## src/rtl/seven_seg_scan_ctrl_pkg.sv

```systemverilog
// Shared definitions for the multiplexed 7-segment scan controller.
//   - scan FSM state encoding
//   - segment bit positions within the 8-bit {dp,g,f,e,d,c,b,a} bus
//   - the all-off segment pattern (before output polarity is applied)
//   - a width helper that never returns zero bits
package seven_seg_scan_ctrl_pkg;

  typedef enum logic {
    ST_BLANK = 1'b0,
    ST_SHOW  = 1'b1
  } scan_state_t;

  localparam int SEG_A  = 0;
  localparam int SEG_B  = 1;
  localparam int SEG_C  = 2;
  localparam int SEG_D  = 3;
  localparam int SEG_E  = 4;
  localparam int SEG_F  = 5;
  localparam int SEG_G  = 6;
  localparam int SEG_DP = 7;

  localparam logic [7:0] SEG_BLANK = 8'h00;

  // Counter width for a range of n values; a 1-value range still needs one bit.
  function automatic int clog2_min1(input int n);
    return (n > 1) ? $clog2(n) : 1;
  endfunction

endpackage

```

## src/rtl/seven_seg_scan_ctrl_hex_to_7seg.sv

```systemverilog
// Hex nibble to 7-segment pattern decoder (team decoder, purely combinational).
// Ports:
//   i_nibble  in  4  hex digit 0..F
//   o_seg     out 7  segments {g,f,e,d,c,b,a}, 1 = lit
// Letters b and d use lower-case shapes so they differ from 8 and 0.
module hex_to_7seg (
  input  logic [3:0] i_nibble,
  output logic [6:0] o_seg
);

  always_comb begin
    o_seg = 7'h00;
    case (i_nibble)
      4'h0: o_seg = 7'h3f;
      4'h1: o_seg = 7'h06;
      4'h2: o_seg = 7'h5b;
      4'h3: o_seg = 7'h4f;
      4'h4: o_seg = 7'h66;
      4'h5: o_seg = 7'h6d;
      4'h6: o_seg = 7'h7d;
      4'h7: o_seg = 7'h07;
      4'h8: o_seg = 7'h7f;
      4'h9: o_seg = 7'h6f;
      4'hA: o_seg = 7'h77;
      4'hB: o_seg = 7'h7c;
      4'hC: o_seg = 7'h39;
      4'hD: o_seg = 7'h5e;
      4'hE: o_seg = 7'h79;
      4'hF: o_seg = 7'h71;
      default: o_seg = 7'h00;
    endcase
  end

endmodule

```

## src/rtl/seven_seg_scan_ctrl.sv

```systemverilog
// Time-multiplexed scan controller for a multi-digit 7-segment display.
// Each digit slot is BLANK_TICKS clocks of everything off (anti-ghosting)
// followed by TICKS_PER_DIGIT-BLANK_TICKS clocks showing that digit.
// Host data enters through a pending register and is copied to the display
// register only at frame boundaries, so a frame never shows a torn value.
// Ports:
//   i_clk         in   1             system clock
//   i_reset       in   1             synchronous active-high reset
//   i_value       in   4*NUM_DIGITS  hex nibbles, digit 0 = [3:0], captured on i_load
//   i_dp          in   NUM_DIGITS    decimal point per digit, captured on i_load
//   i_lzSuppress  in   1             blank leading zero digits (live input)
//   i_load        in   1             capture i_value/i_dp into the pending register
//   o_loadAck     out  1             pulse when pending data moves to the display
//   o_frame       out  1             pulse on the first cycle of each frame
//   o_segVals     out  8             {dp,g,f,e,d,c,b,a}, registered
//   o_digitSel    out  NUM_DIGITS    digit select, registered
module seven_seg_scan_ctrl
  import seven_seg_scan_ctrl_pkg::*;
#(
  parameter int NUM_DIGITS      = 4,
  parameter int TICKS_PER_DIGIT = 1000,
  parameter int BLANK_TICKS     = 16,
  parameter bit DIG_ACTIVE_LOW  = 1'b1,
  parameter bit SEG_ACTIVE_LOW  = 1'b0
) (
  input  logic                      i_clk,
  input  logic                      i_reset,
  input  logic [4*NUM_DIGITS-1:0]   i_value,
  input  logic [NUM_DIGITS-1:0]     i_dp,
  input  logic                      i_lzSuppress,
  input  logic                      i_load,
  output logic                      o_loadAck,
  output logic                      o_frame,
  output logic [7:0]                o_segVals,
  output logic [NUM_DIGITS-1:0]     o_digitSel
);

  localparam int TW         = clog2_min1(TICKS_PER_DIGIT);
  localparam int DW         = clog2_min1(NUM_DIGITS);
  localparam int SHOW_TICKS = TICKS_PER_DIGIT - BLANK_TICKS;

  localparam logic [TW-1:0] BLANK_LAST = TW'(BLANK_TICKS - 1);
  localparam logic [TW-1:0] SHOW_LAST  = TW'(SHOW_TICKS - 1);
  localparam logic [DW-1:0] DIGIT_LAST = DW'(NUM_DIGITS - 1);

  // XOR masks that convert internal active-high patterns to pin polarity.
  localparam logic [7:0]            SEG_POL = SEG_ACTIVE_LOW ? 8'hFF : 8'h00;
  localparam logic [NUM_DIGITS-1:0] DIG_POL = DIG_ACTIVE_LOW ? {NUM_DIGITS{1'b1}}
                                                             : {NUM_DIGITS{1'b0}};

  scan_state_t               r_state;
  logic [TW-1:0]             r_tick;
  logic [DW-1:0]             r_digit;
  logic                      r_frame;
  logic [4*NUM_DIGITS-1:0]   r_pendVal;
  logic [NUM_DIGITS-1:0]     r_pendDp;
  logic                      r_pendFlag;
  logic [4*NUM_DIGITS-1:0]   r_dispVal;
  logic [NUM_DIGITS-1:0]     r_dispDp;
  logic [7:0]                r_seg;
  logic [NUM_DIGITS-1:0]     r_sel;

  scan_state_t               w_state_nxt;
  logic [TW-1:0]             w_tick_nxt;
  logic [DW-1:0]             w_digit_nxt;
  logic                      w_frame_nxt;
  logic                      w_xfer;
  logic [4*NUM_DIGITS-1:0]   w_dispVal_nxt;
  logic [NUM_DIGITS-1:0]     w_dispDp_nxt;
  logic [3:0]                w_nibble;
  logic                      w_dp;
  logic                      w_lzBlank;
  logic [6:0]                w_hexSeg;
  logic [7:0]                w_segRaw;
  logic [NUM_DIGITS-1:0]     w_selRaw;

  // Scan FSM: BLANK -> SHOW -> BLANK of the next digit, tick restarts on each entry.
  always_ff @(posedge i_clk) begin
    if (i_reset) begin
      r_state <= ST_BLANK;
      r_tick  <= '0;
      r_digit <= '0;
      r_frame <= 1'b0;
    end else begin
      r_state <= w_state_nxt;
      r_tick  <= w_tick_nxt;
      r_digit <= w_digit_nxt;
      r_frame <= w_frame_nxt;
    end
  end

  always_comb begin
    w_state_nxt = r_state;
    w_tick_nxt  = r_tick + 1'b1;
    w_digit_nxt = r_digit;
    w_frame_nxt = 1'b0;
    case (r_state)
      ST_BLANK: begin
        if (r_tick == BLANK_LAST) begin
          w_state_nxt = ST_SHOW;
          w_tick_nxt  = '0;
        end
      end
      ST_SHOW: begin
        if (r_tick == SHOW_LAST) begin
          w_state_nxt = ST_BLANK;
          w_tick_nxt  = '0;
          if (r_digit == DIGIT_LAST) begin
            w_digit_nxt = '0;
            // Entering digit-0 BLANK from a scan is the frame boundary;
            // the post-reset start is not, since it never passes through here.
            w_frame_nxt = 1'b1;
          end else begin
            w_digit_nxt = r_digit + 1'b1;
          end
        end
      end
      default: begin
        w_state_nxt = ST_BLANK;
        w_tick_nxt  = '0;
      end
    endcase
  end

  // The boundary cycle acknowledges and, at its closing edge, copies the
  // pending data. A load sampled on that same edge lands in pending and
  // keeps the flag set, so it is acknowledged one frame later.
  assign w_xfer    = r_frame & r_pendFlag;
  assign o_loadAck = w_xfer;
  assign o_frame   = r_frame;

  always_ff @(posedge i_clk) begin
    if (i_reset) begin
      r_pendVal  <= '0;
      r_pendDp   <= '0;
      r_pendFlag <= 1'b0;
      r_dispVal  <= '0;
      r_dispDp   <= '0;
    end else begin
      if (i_load) begin
        r_pendVal  <= i_value;
        r_pendDp   <= i_dp;
        r_pendFlag <= 1'b1;
      end else if (w_xfer) begin
        r_pendFlag <= 1'b0;
      end
      if (w_xfer) begin
        r_dispVal <= r_pendVal;
        r_dispDp  <= r_pendDp;
      end
    end
  end

  // Outputs are registered from next-cycle values so pins match r_state
  // in the same cycle; the display register value used must be next-cycle too.
  assign w_dispVal_nxt = w_xfer ? r_pendVal : r_dispVal;
  assign w_dispDp_nxt  = w_xfer ? r_pendDp  : r_dispDp;

  // Digit mux plus leading-zero detect: walking down from the top digit,
  // v_zeroAbove stays set while every nibble so far (inclusive) is zero.
  always_comb begin
    logic v_zeroAbove;
    v_zeroAbove = 1'b1;
    w_nibble    = 4'h0;
    w_dp        = 1'b0;
    w_lzBlank   = 1'b0;
    for (int k = NUM_DIGITS - 1; k >= 0; k--) begin
      v_zeroAbove = v_zeroAbove & (w_dispVal_nxt[4*k +: 4] == 4'h0);
      if (w_digit_nxt == DW'(k)) begin
        w_nibble  = w_dispVal_nxt[4*k +: 4];
        w_dp      = w_dispDp_nxt[k];
        w_lzBlank = i_lzSuppress & v_zeroAbove & (k != 0);
      end
    end
  end

  hex_to_7seg u_hex_to_7seg (
    .i_nibble (w_nibble),
    .o_seg    (w_hexSeg)
  );

  // Suppressed digits keep their select and decimal point; only the glyph goes dark.
  always_comb begin
    w_segRaw = SEG_BLANK;
    w_selRaw = '0;
    if (w_state_nxt == ST_SHOW) begin
      w_segRaw[SEG_G:SEG_A] = w_lzBlank ? 7'h00 : w_hexSeg;
      w_segRaw[SEG_DP]      = w_dp;
      w_selRaw              = NUM_DIGITS'(1) << w_digit_nxt;
    end
  end

  always_ff @(posedge i_clk) begin
    if (i_reset) begin
      r_seg <= SEG_BLANK ^ SEG_POL;
      r_sel <= DIG_POL;
    end else begin
      r_seg <= w_segRaw ^ SEG_POL;
      r_sel <= w_selRaw ^ DIG_POL;
    end
  end

  assign o_segVals  = r_seg;
  assign o_digitSel = r_sel;

endmodule

```

## config.mk

```make
export PLATFORM = sky130hd
export DESIGN_NAME = seven_seg_scan_ctrl
export DESIGN_NICKNAME = d
export VERILOG_FILES = /design/src/rtl/seven_seg_scan_ctrl_pkg.sv /design/src/rtl/seven_seg_scan_ctrl_hex_to_7seg.sv /design/src/rtl/seven_seg_scan_ctrl.sv
export SDC_FILE = /design/constraint.sdc
export NUM_CORES = 1
export LEC_CHECK = 0
export ABC_AREA = 1
export ABC_CLOCK_PERIOD_IN_PS = 4100
export BUFFER_PORTS_ARGS = -buffer_cell sky130_fd_sc_hd__buf_2
export CAP_MARGIN = 0
export CORE_ASPECT_RATIO = 1.25
export CORE_MARGIN = 2
export CORE_UTILIZATION = 25
export CTS_BUF_LIST = sky130_fd_sc_hd__clkbuf_16
export DETAILED_ROUTE_END_ITERATION = 12
export PLACE_DENSITY = 0.39
export SYNTH_ARGS = -nofsm -noshare
export SYNTH_HDL_FRONTEND = slang
export SYNTH_HIERARCHICAL = 1
export SYNTH_SLANG_ARGS = --single-unit
```

## constraint.sdc

```tcl
create_clock -name i_clk -period 4.1 [get_ports i_clk]
set_input_delay 1.23 -clock i_clk [delete_from_list [all_inputs] [get_ports i_clk]]
set_output_delay 1.23 -clock i_clk [all_outputs]
set_load 0.02 [all_outputs]
```

==> results of run 1 <==
## cell families (layout without fill, tap and decap cells)
kind of cell / count (synthesis) / in the layout / share of synthesized area (%)
buffers and inverters: 57 / 97 / 7.52
muxes: 3 / 3 / 1.01
DFF: 67 / 67 / 45.0
and+or+nand+nor: 221 / 221 / 33.9
xor gates and xnor gates: 5 / 5 / 1.47
AOI/OAI and AO/OA: 41 / 41 / 7.31
adders and majority gates: 9 / 9 / 3.78
## state kept, by name, summed over array words and instances, names as in the netlist
| name | cells |
|---|---|
| o_digitSel | 4 |
| r_pendFlag | 1 |
| r_digit | 2 |
| o_segVals | 8 |
| o_frame | 1 |
| r_pendVal | 16 |
| r_pendDp | 4 |
| r_tick | 10 |
| r_dispDp | 4 |
| r_state | 1 |
| r_dispVal | 16 |
## where the power goes
part / switching, mW / internal [mW]
Combinational: 0.0277 / 0.0182
Sequential: 0.00801 / 0.666
Clock: 0.268 / 0.457
## per-layer routing
metal / vias to the layer above / track usage (%) / part of all wire, %
li1: 1332 / - / -
met1: 1113 / 14.7 / 49
met2: 33 / 17.5 / 46
met3: 9 / 2.89 / 3.2
met4: 0 / 6.12 / 1.9
met5: - / 0 / 0
## worst register-to-register path, stage by stage, from the launching register on
cell and delay, ns:
dfxtp_1 0.34, nand2_2 0.36, inv_1 0.31, or2_2 0.34
o21ai_0 0.10, inv_1 0.07, nand2_1 0.07, nand4_1 0.19
inv_1 0.19, ha_1 0.25, nand2_1 0.08, o21ai_0 0.10
nand2_1 0.07, nand2_1 0.05, inv_1 0.06, nor2_2 0.03
## cell type report
type	instances	area (µm²)	share of cell area (%)
flip-flops and latches	67	1340	37.4
clock inverters	6	50.0	1.39
inverters	44	165	4.60
multi-input cells	279	1410	39.4
clock buffers	9	225	6.28
repair buffers	38	193	5.37
well taps	161	201	5.61
## cell usage in the layout, fill, tap and decap left out, types with 2 or more instances in the layout
master and count:
nor2_1 37, nor3b_1 3, nor2_4 3, clkbuf_16 9
nand2_1 122, inv_1 43, a211oi_1 2, nand2_4 2
nor2_2 9, o21ai_0 11, dfxtp_1 67, a21oi_1 24
buf_2 37, xor2_1 4, nand3_1 14, nand4_1 7
nor4_1 2, nor3_1 3, or2_2 9, clkinv_1 2
nand2_2 6, inv_2 3, mux2i_1 3, ha_1 9
## worst max path at each step
stage / depth (start not counted) / start / end
6_report: 3 / o_frame / o_loadAck
5_1_grt: 15 / o_frame / o_segVals[3]
4_1_cts: 3 / o_frame / o_loadAck
3_5_place_dp: 15 / o_frame / o_segVals[3]
3_3_place_gp: 15 / o_frame / o_segVals[3]
2_1_floorplan: 17 / r_tick[0] / o_segVals[3]
## cell usage after synthesis, drive strengths merged (2+ instances only)
master  count  area, µm²
buf         8       40.0
mux2i       3       30.0
dfxtp      67       1340
nor3        3       15.0
nor3b       3       22.5
inv        44        165
o21ai      12       60.1
xor2        4       35.0
nor2       49        229
nand4       7       43.8
nand2     130        518
nand3      16       97.6
or2        10       62.6
clkbuf      5       18.8
nor4        2       12.5
a211oi      2       15.0
ha          9        113
a21oi      25        129
## metrics by stage
step	setup slack (ns)	cell area, µm²	instances
finish	1.21	3590	604
global route	0.991	3590	604
CTS	1.17	3590	604
detailed placement	1.35	3310	589
global placement	1.44	3310	589
floorplan	1.82	2980	403
==> run metrics, run 1 <==
Fin. Hold Viols=0; vias in the first global route=2447; first-pass GRT wire length=11500 µm; crit path DAT=1.66 ns; Design Power=1.44 mW; YS warnings=6; FF-to-FF End=o_segVals[3]; DR pass1 iterations=4; die width=102 µm; Total Neg Setup Slack=0 ns; Worst Hold Path EP=r_tick[0]; setup slack, reg-to-reg=1.38 ns; DRT iter0 DRCs=74; Rows=44; CP required=2.87 ns; hold path cells=1; worst hold path startpoint=r_tick[0]; Initial Utilization=25.6%; crit path cell chain=nand2_2 > inv_1 > buf_2; Synth Net Count=436; max-slew violation count=0; share of layout cells above drive strength 1=19.0%; core area=11600 µm²; post-CTS setup buffers=0; Top Family by Delay on Critical Path=buffers and inverters; final wirelength=6730 µm; Clock Tree Root=clkbuf_16; final number of setup-violating endpoints=0; hold crit path type=register to register; area grow syn2layout=20.5%; Congestion Overflow GR=0; GR Util All Layers=11.5%; # fillers=1252; status=completed; vias per cell=4.12; H-tree depth=3; EDFF count, synth=0; fmax=0.346 GHz; CP max stage delay=0.39 ns; Clk Latency, worst-skew pair=0.33 ns; CTS tree=yes; fin crit share=70.6%; synthesis-stage register bit count=67; peak supply drop=0.147 mV; Via Count=2487; Leak=1.72 nW; dominant synthesized flop cell=dfxtp_1; register area share after synthesis=45.0%; worst-path maximum fanout=23; antenna violations before repair=0; hold_buf cts=0; clock-pin slew on the worst setup and hold paths=0.05 ns; Core Util, Final=30.9%; Nets=472; kind of critical path=register to output port; GP Congestion=0.783; hpwl dp=4930 µm; nature of the critical path endpoint=output port; CTS-repair resized insts=0; Slew @ Worst Pin=0.697 ns; synthesized area per cell=7.39 µm²; CTS Buffer Depth=2; Post-Syn Area=2980 µm²; pin count of the biggest net entering global routing=37; maxcap violations=0; critical path startpoint category=register; routed wire length per instance=11.1 µm; clk sink count=67; Reg-to-Reg Start=o_frame; cell count of the worst reg-to-reg path=15; ys async rst share=0%; top-level I/O count=38; Diodes inserted=0; WP buf/inv=2; RSZ-0062 raised after global routing=no; cell count after synthesis=403; final hold slack=0.453 ns; slew margin rel.=53.5%; Die ar.=12800 µm²; port buffer count=37; drt drc=0; fin crit period=2.89 ns; Clock Skew=0.00538 ns; slowest stage cell, crit path=dfxtp_1; post-synth cell types=34; Die Height=126 µm; Post-DRT Antenna Nets=0; PD cells=402 nW/µm²; CTS Buf Count=9
No activity file was read; power rests on OpenSTA's default activity.
==> run 2, diff against run 1 <==
ABC_AREA = 0   (was 1)
ABC_CLOCK_PERIOD_IN_PS = 2320   (was 4100)
PLACE_DENSITY = 0.4   (was 0.39)
clock period = 2.32 ns   (was 4.1 ns; I/O delays follow)
==> run 2 against run 1 <==
The flow now finishes with violations (setup timing). Critical path depth rose by 7. Sequential power grew 78%. Highest routed layer unchanged. Largest power group unchanged. Setup slack got worse by 1.8 ns. Final cell count fell by 6.5%. Count of clock-buffer cells in the layout stayed put. Critical endpoint is now o_segVals[3]. Worst hold slack got worse by 0.0042 ns. Routed wire length up 11%. Sequential share of layout area down 5.2 points.
==> run metrics, run 2 <==
status=finished, violations left (was completed); failing checks=setup timing; fin crit share=124%; top post-synthesis cells by area=dfxtp_1 (44%), mux4_2 (7.4%), mux2i_1 (7.3%), nand2_1 (5.6%), nor2_1 (5.0%) (was dfxtp_1 (45%), nand2_1 (15%), inv_1 (5.2%), nor2_1 (4.7%), a21oi_1 (4.0%)); EDFF count, synth=0 (unchanged); worst-path maximum fanout=8 (was 23); Nets=429 (was 472); maxcap violations=0 (unchanged); Clock Tree Root=clkbuf_16 (unchanged); RSZ-0062 raised after global routing=yes (was no); mux contribution to synthesized area=18.6% (was 1.01%); port buffer count=37 (unchanged); drt drc=0 (unchanged); vias in the first global route=2434 (was 2447); area grow syn2layout=38.2% (was 20.5%); Reg-to-Reg Start=r_tick[5] (was o_frame); DR pass1 iterations=4 (unchanged); Seq pwr share=43.7% (was 46.7%); YS warnings=6 (unchanged); CP required=2.55 ns (was 2.87 ns); clk sink count=67 (unchanged); CTS Buffer Depth=2 (unchanged); Post-Syn Area=3030 µm² (was 2980 µm²); DRT iter0 DRCs=118 (was 74); Slew @ Worst Pin=0.642 ns (was 0.697 ns); critical path startpoint category=register (unchanged); kind of critical path=register to register (was register to output port); peak supply drop=0.341 mV (was 0.147 mV); final hold slack=0.449 ns (was 0.453 ns); most frequent cells in the layout=dfxtp_1 (61), nand2_1 (44), buf_4 (44) (was nand2_1 (122), dfxtp_1 (67), inv_1 (43)); H-tree depth=3 (unchanged); Switching Power=0.583 mW (was 0.303 mW); Top Registers=r_dispVal (16), r_pendVal (16), r_tick (10) (unchanged); count leader, synth=dfxtp_1 (was nand2_1); Yosys top cell by area=dfxtp_1 (unchanged); Die ar.=13000 µm² (was 12800 µm²); post-synthesis compound-gate area fraction=6.81% (was 7.31%); pin count of the biggest net entering global routing=44 (was 37); first-pass GRT wire length=12600 µm (was 11500 µm); GP Congestion=0.763 (was 0.783); clock-pin slew on the worst setup and hold paths=0.06 ns (was 0.05 ns); fmax=0.349 GHz; Logic pwr share=4.3% (was 3.2%); synthesis-stage register bit count=67 (unchanged); Post-DRT Antenna Nets=0 (unchanged); Adder-Cell Fraction of Synth Area=3.71% (was 3.78%); Clock Skew=0.00544 ns (was 0.00538 ns); final wirelength=7500 µm (was 6730 µm); Leak=1.79 nW (was 1.72 nW); largest family of logic cells by synthesized area=simple AND/OR/NAND/NOR gates (unchanged); die width=103 µm (was 102 µm); Synth Area in XOR/XNOR=2.31% (was 1.47%); top post-synthesis cells by count=dfxtp_1 (67), nand2_1 (45), nor2_1 (40) (was nand2_1 (122), dfxtp_1 (67), inv_1 (41)); share of layout cells above drive strength 1=35.2% (was 19.0%); ys async rst share=0% (unchanged); CTS tree=yes (unchanged); core area=12000 µm² (was 11600 µm²); routed wire length per instance=13.3 µm (was 11.1 µm); GR Util All Layers=12.8% (was 11.5%); Pint=2.17 mW (was 1.14 mW); Clk Latency, worst-skew pair=0.34 ns (was 0.33 ns); Diodes inserted=0 (unchanged); Total Neg Setup Slack=-3.22 ns (was 0 ns); Worst Setup SP=r_tick[5] (was o_frame); hold crit path type=register to register (unchanged); dominant synthesized flop cell=dfxtp_1 (unchanged); vias per cell=4.34 (was 4.12); antenna violations before repair=0 (unchanged); slew margin rel.=57.2% (was 53.5%); CTS Buf Count=9 (unchanged); synthesized area per cell=9.57 µm² (was 7.39 µm²); hpwl dp=5540 µm (was 4930 µm); Rows=45 (was 44); register area share after synthesis=44.2% (was 45.0%); Congestion Overflow GR=0 (unchanged); Synth top area share=44.2% (was 45.0%); cell count after synthesis=317 (was 403); slack of the critical path=-0.546 ns (was 1.21 ns); fin crit period=2.87 ns; final number of setup-violating endpoints=7 (was 0); crit path DAT=3.10 ns (was 1.66 ns); commonest non-fill, non-tap cell in the layout=dfxtp_1 (was nand2_1); post-place setup slack=-0.656 ns (was 1.35 ns); nature of the critical path endpoint=register (was output port); worst hold path startpoint=r_dispVal[2] (was r_tick[0]); Synth Net Count=350 (was 436); PD cells=656 nW/µm² (was 402 nW/µm²); Via Count=2451 (was 2487); max-slew violation count=0 (unchanged); Fin. Hold Viols=0 (unchanged); Initial Utilization=25.3% (was 25.6%); simple-gate share of the synthesized area=20.5% (was 33.9%); top-level I/O count=38 (unchanged); clock share of power=52.0% (was 50.2%); post-synth cell types=44 (was 34); Net Sw Frac=21.2% (was 21.0%); Die Height=127 µm (was 126 µm)
[run 2: layout make-up]
class                      instances  area (µm²)
clock inverter                     7        85.1
sequential                        67        1350
timing repair buffer              86         598
fill                            1235        7800
multi-input combinational        222        1680
inverter                          10        46.3
clock buffer                       9         225
tap                              164         205
[run 2: metal layers]
layer	wire, µm	GRT usage [%]
met1	3290	15.5
met2	3740	20.6
met3	250	2.41
met4	217	7.76
met5	0	0
[run 2: metrics by stage]
stage / area (µm²) / cells / util [%] / total power, mW
6_report: 4190 / 565 / 35.0 / 2.75
4_1_cts: 4160 / 565 / 34.7 / 2.81
3_3_place_gp: 3750 / 544 / 31.2 / 1.35
2_1_floorplan: 3100 / 317 / - / 1.29
3_5_place_dp: 3750 / 544 / 31.2 / 1.35
5_1_grt: 4190 / 565 / 35.0 / 2.87
[run 2: power by group through the flow]
stage / Combinational (mW) / Clock [mW] / Sequential [mW]
6_report: 0.119 / 1.43 / 1.20
5_1_grt: 0.134 / 1.53 / 1.21
4_1_cts: 0.122 / 1.48 / 1.20
3_5_place_dp: 0.121 / 0 / 1.23
3_3_place_gp: 0.121 / 0 / 1.23
2_1_floorplan: 0.0719 / 0 / 1.22
[run 2: path summary, 6_finish.rpt]
kind,slack [ns],depth (start not counted),end
max,-0.55,10,o_segVals[3]
min,0.45,2,r_dispVal[2]
max reg2reg,-0.55,10,o_segVals[3]
min reg2reg,0.45,2,r_dispVal[2]
[run 2: logic make-up (layout without fill, tap and decap cells)]
family                   after synthesis  after routing
AO/OA/AOI/OAI                         34             34
buffers and inverters                 28            112
flip-flops                            67             67
multiplexers                          41             41
XOR/XNOR                               8              8
adder cells (fa/ha/maj)                9              9
AND/OR/NAND/NOR                      130            130
[run 2: critical path: stages (launching register included)]
cell      delay, ns
dfxtp_2        0.31
nand4b_1       0.26
nor3_4         0.25
mux2i_4        0.29
buf_12         0.15
mux4_2         0.30
mux2_4         0.31
inv_4          0.09
ha_4           0.20
mux4_2         0.46
and2_4         0.15
[run 2: timing repair]
action	4_1_cts	5_1_grt
setup endpoints to repair	9	9
buffers inserted	5	0
gates cloned	0	0
gates resized for setup	6	6
pin swaps	4	3
hold buffers	0	0
==> run 3, diff against run 2 <==
GPL_TIMING_DRIVEN = 0   (was default)
SYNTH_HIERARCHICAL = default   (was 1)
==> run 3 against run 2 <==
The flow still finishes with violations (setup timing). Total power shrank 9.6%. First-iteration DRC count shrank 53%. Synthesized cell count shrank 6.0%. Sequential power barely moved. Setup slack better by 0.41 ns.
==> run metrics, run 3 <==
status=finished, violations left (unchanged); failing checks=setup timing (unchanged); Synth Net Count=331 (was 350); hold_buf cts=0 (unchanged); slew margin rel.=47.1% (was 57.2%); PD cells=614 nW/µm² (was 656 nW/µm²); area of the multi-input gates=1750 µm² (was 1680 µm²); maxcap violations=0 (unchanged); WL met3=206 µm (was 250 µm); max-slew violation count=0 (unchanged); synthesized area per cell=9.90 µm² (was 9.57 µm²); crit path DAT=2.64 ns (was 3.10 ns); met1 WL=3470 µm (was 3290 µm); cell count after synthesis=298 (was 317); GR Util All Layers=12.3% (was 12.8%); top post-synthesis cells by count=dfxtp_1 (67), nor2_1 (61), mux2i_1 (37) (was dfxtp_1 (67), nand2_1 (45), nor2_1 (40)); setup slack, reg-to-reg=-0.13 ns (was -0.55 ns); FF-to-FF End=o_segVals[0] (was o_segVals[3]); Nets=404 (was 429); DRT iter0 DRCs=56 (was 118); cell mode on critical path=buf_6 (was mux4_2); Synth top area share=45.5% (was 44.2%); fin crit share=106% (was 124%); Diodes inserted=0 (unchanged); share of layout cells above drive strength 1=36.4% (was 35.2%); kind of critical path=register to register (unchanged); core area=11600 µm² (was 12000 µm²); vias in the first global route=2343 (was 2434); area grow syn2layout=37.3% (was 38.2%); register area=1350 µm² (about the same); clock-pin slew on the worst setup and hold paths=0.05 ns (was 0.06 ns); highest metal used=met4 (unchanged); CTS Buffer Depth=2 (unchanged); largest family of logic cells by synthesized area=simple AND/OR/NAND/NOR gates (unchanged); hpwl dp=5150 µm (was 5540 µm); Slew @ Worst Pin=0.793 ns (was 0.642 ns); Worst Hold Path EP=r_pendVal[1] (was r_dispVal[2]); drt drc=0 (unchanged); slack of the critical path=-0.133 ns (was -0.546 ns); commonest non-fill, non-tap cell in the layout=nor2_1 (was dfxtp_1); antenna violations before repair=0 (unchanged); Placed Instance Area=3350 µm² (was 3750 µm²); fmax=0.408 GHz (was 0.349 GHz); Clock Skew=0.0113 ns (was 0.00544 ns); Synth Area in XOR/XNOR=2.67% (was 2.31%); Leak=1.87 nW (was 1.79 nW); cell count of the worst reg-to-reg path=11 (was 10); hold crit path type=register to register (unchanged); Core Util, Final=35.0% (about the same); EDFF count, synth=0 (unchanged); nature of the critical path endpoint=register (unchanged); Die ar.=12700 µm² (was 13000 µm²); CP required=2.50 ns (was 2.55 ns); Final Cell Area=4050 µm² (was 4190 µm²); Top Registers=r_dispVal (16), r_pendVal (16), r_tick (10) (unchanged); slowest stage cell, crit path=dfxtp_2 (was mux4_2); routed wire length per instance=15.0 µm (was 13.3 µm); Initial Utilization=25.5% (was 25.3%); Die Height=125 µm (was 127 µm); pin count of the biggest net entering global routing=12 (was 44); YS warnings=0 (was 6); DR pass1 iterations=6 (was 4); final number of setup-violating endpoints=7 (unchanged); Post-Syn Area=2950 µm² (was 3030 µm²); CTS Buf Count=9 (unchanged); dominant synthesized flop cell=dfxtp_1 (unchanged); post-synth cell types=50 (was 44); port buffer count=35 (was 37); Fin. Hold Viols=0 (unchanged); critical path startpoint category=register (unchanged); Congestion Overflow GR=0 (unchanged); hold path cells=2 (unchanged); most frequent cells in the layout=nor2_1 (60), dfxtp_1 (59), mux2i_1 (37) (was dfxtp_1 (61), nand2_1 (44), buf_4 (44)); CTS tree=yes (unchanged); register area share after synthesis=45.5% (was 44.2%); Via Count=2351 (was 2451); die width=101 µm (was 103 µm); first-pass GRT wire length=12000 µm (was 12600 µm); peak supply drop=0.267 mV (was 0.341 mV); H-tree depth=3 (unchanged); met2 wire len=3850 µm (was 3740 µm); mux contribution to synthesized area=14.1% (was 18.6%); simple-gate share of the synthesized area=18.9% (was 20.5%); top post-synthesis cells by area=dfxtp_1 (45%), mux2i_1 (13%), nor2_1 (7.8%), ha_1 (3.8%), nand3_1 (2.4%) (was dfxtp_1 (44%), mux4_2 (7.4%), mux2i_1 (7.3%), nand2_1 (5.6%), nor2_1 (5.0%)); vias per cell=4.57 (was 4.34); Reg-to-Reg Start=r_tick[1] (was r_tick[5]); GP Congestion=0.804 (was 0.763); ys async rst share=0% (unchanged); count leader, synth=dfxtp_1 (unchanged); final wirelength=7700 µm (was 7500 µm); clk sink count=67 (unchanged); post-synthesis compound-gate area fraction=11.7% (was 6.81%); crit path cell chain=ha_4 > nand4b_4 > buf_6 > o31ai_4 > buf_6 > a32oi_2 > a32o_2 > buf_4 > xnor2_1 > o221a_1 > nor2_1 (was nand4b_1 > nor3_4 > mux2i_4 > buf_12 > mux4_2 > mux2_4 > inv_4 > ha_4 > mux4_2 > and2_4); Yosys top cell by area=dfxtp_1 (unchanged); top-level I/O count=38 (unchanged); Total Neg Setup Slack=-0.346 ns (was -3.22 ns); Post-DRT Antenna Nets=0 (unchanged); CP max stage delay=0.35 ns (was 0.46 ns); RSZ-0062 raised after global routing=yes (unchanged); Clock Tree Root=clkbuf_16 (unchanged); Clk Latency, worst-skew pair=0.33 ns (was 0.34 ns); synthesis-stage register bit count=67 (unchanged); Adder-Cell Fraction of Synth Area=3.82% (was 3.71%); worst hold path startpoint=r_pendVal[1] (was r_dispVal[2]); Rows=44 (was 45); fin crit period=2.45 ns (was 2.87 ns); worst-path maximum fanout=5 (was 8); Design Power=2.49 mW (was 2.75 mW); # fillers=1174 (was 1235)
## run 3: repair_timing
item	CTS	global route
gates cloned	0	1
endpoints found under the hold margin	0	0
gates resized for setup	23	36
buffers inserted	14	13
endpoints found under the setup margin	7	7
pin swaps	18	23
## run 3: metal layers
layer / track usage, % / up-vias
met2: 19.9 / 26
li1: - / 1197
met4: 5.96 / 0
met3: 3.35 / 16
met5: 0 / -
met1: 14.9 / 1112
## run 3: cell type report
cell class | count | area share (%)
clock inverters | 7 | 0.958
clock buffers | 9 | 5.56
repair buffers | 62 | 9.82
multi-input cells | 210 | 43.2
plain buffers | 13 | 2.13
inverters | 8 | 0.741
flip-flops and latches | 67 | 33.4
well taps | 138 | 4.26
## run 3: worst max-delay path by stage
stage | from | endpoint | slack, ns | cells past startpoint
floorplan | o_frame | o_segVals[3] | 0.006 | 11
global placement | r_tick[0] | o_segVals[3] | -0.28 | 10
detailed placement | r_tick[0] | o_segVals[3] | -0.36 | 11
CTS | r_tick[0] | o_segVals[3] | -0.09 | 10
global route | r_tick[1] | o_segVals[0] | -0.22 | 11
finish | r_tick[1] | o_segVals[0] | -0.13 | 11
## run 3: metrics by stage
step / setup WS (ns) / hold WS (ns) / instances
CTS: -0.0935 / 0.501 / 500
detailed placement: -0.361 / 0.435 / 471
global route: -0.217 / 0.534 / 514
floorplan: 0.00607 / 0.420 / 298
global placement: -0.285 / 0.430 / 471
finish: -0.133 / 0.494 / 514
## run 3: critical path: cells and delay by family (launching register included)
family / cells / cell delay [ns]
AOI/OAI and AO/OA: 4 / 0.92
xor gates and xnor gates: 1 / 0.21
adders and majority gates: 1 / 0.15
buffers and inverters: 3 / 0.48
DFF: 1 / 0.35
and+or+nand+nor: 2 / 0.19
## run 3: cells by family after synthesis
kind of cell	count (synthesis)
XOR/XNOR	9
multiplexers	41
AND/OR/NAND/NOR	111
AO/OA/AOI/OAI	40
adder cells (fa/ha/maj)	9
flip-flops	67
buffers and inverters	21
## run 3: power breakdown
part / switching, mW / total (mW) / internal [mW]
registers: 0.0167 / 1.20 / 1.18
clock network: 0.488 / 1.20 / 0.708
logic: 0.0498 / 0.0958 / 0.0460
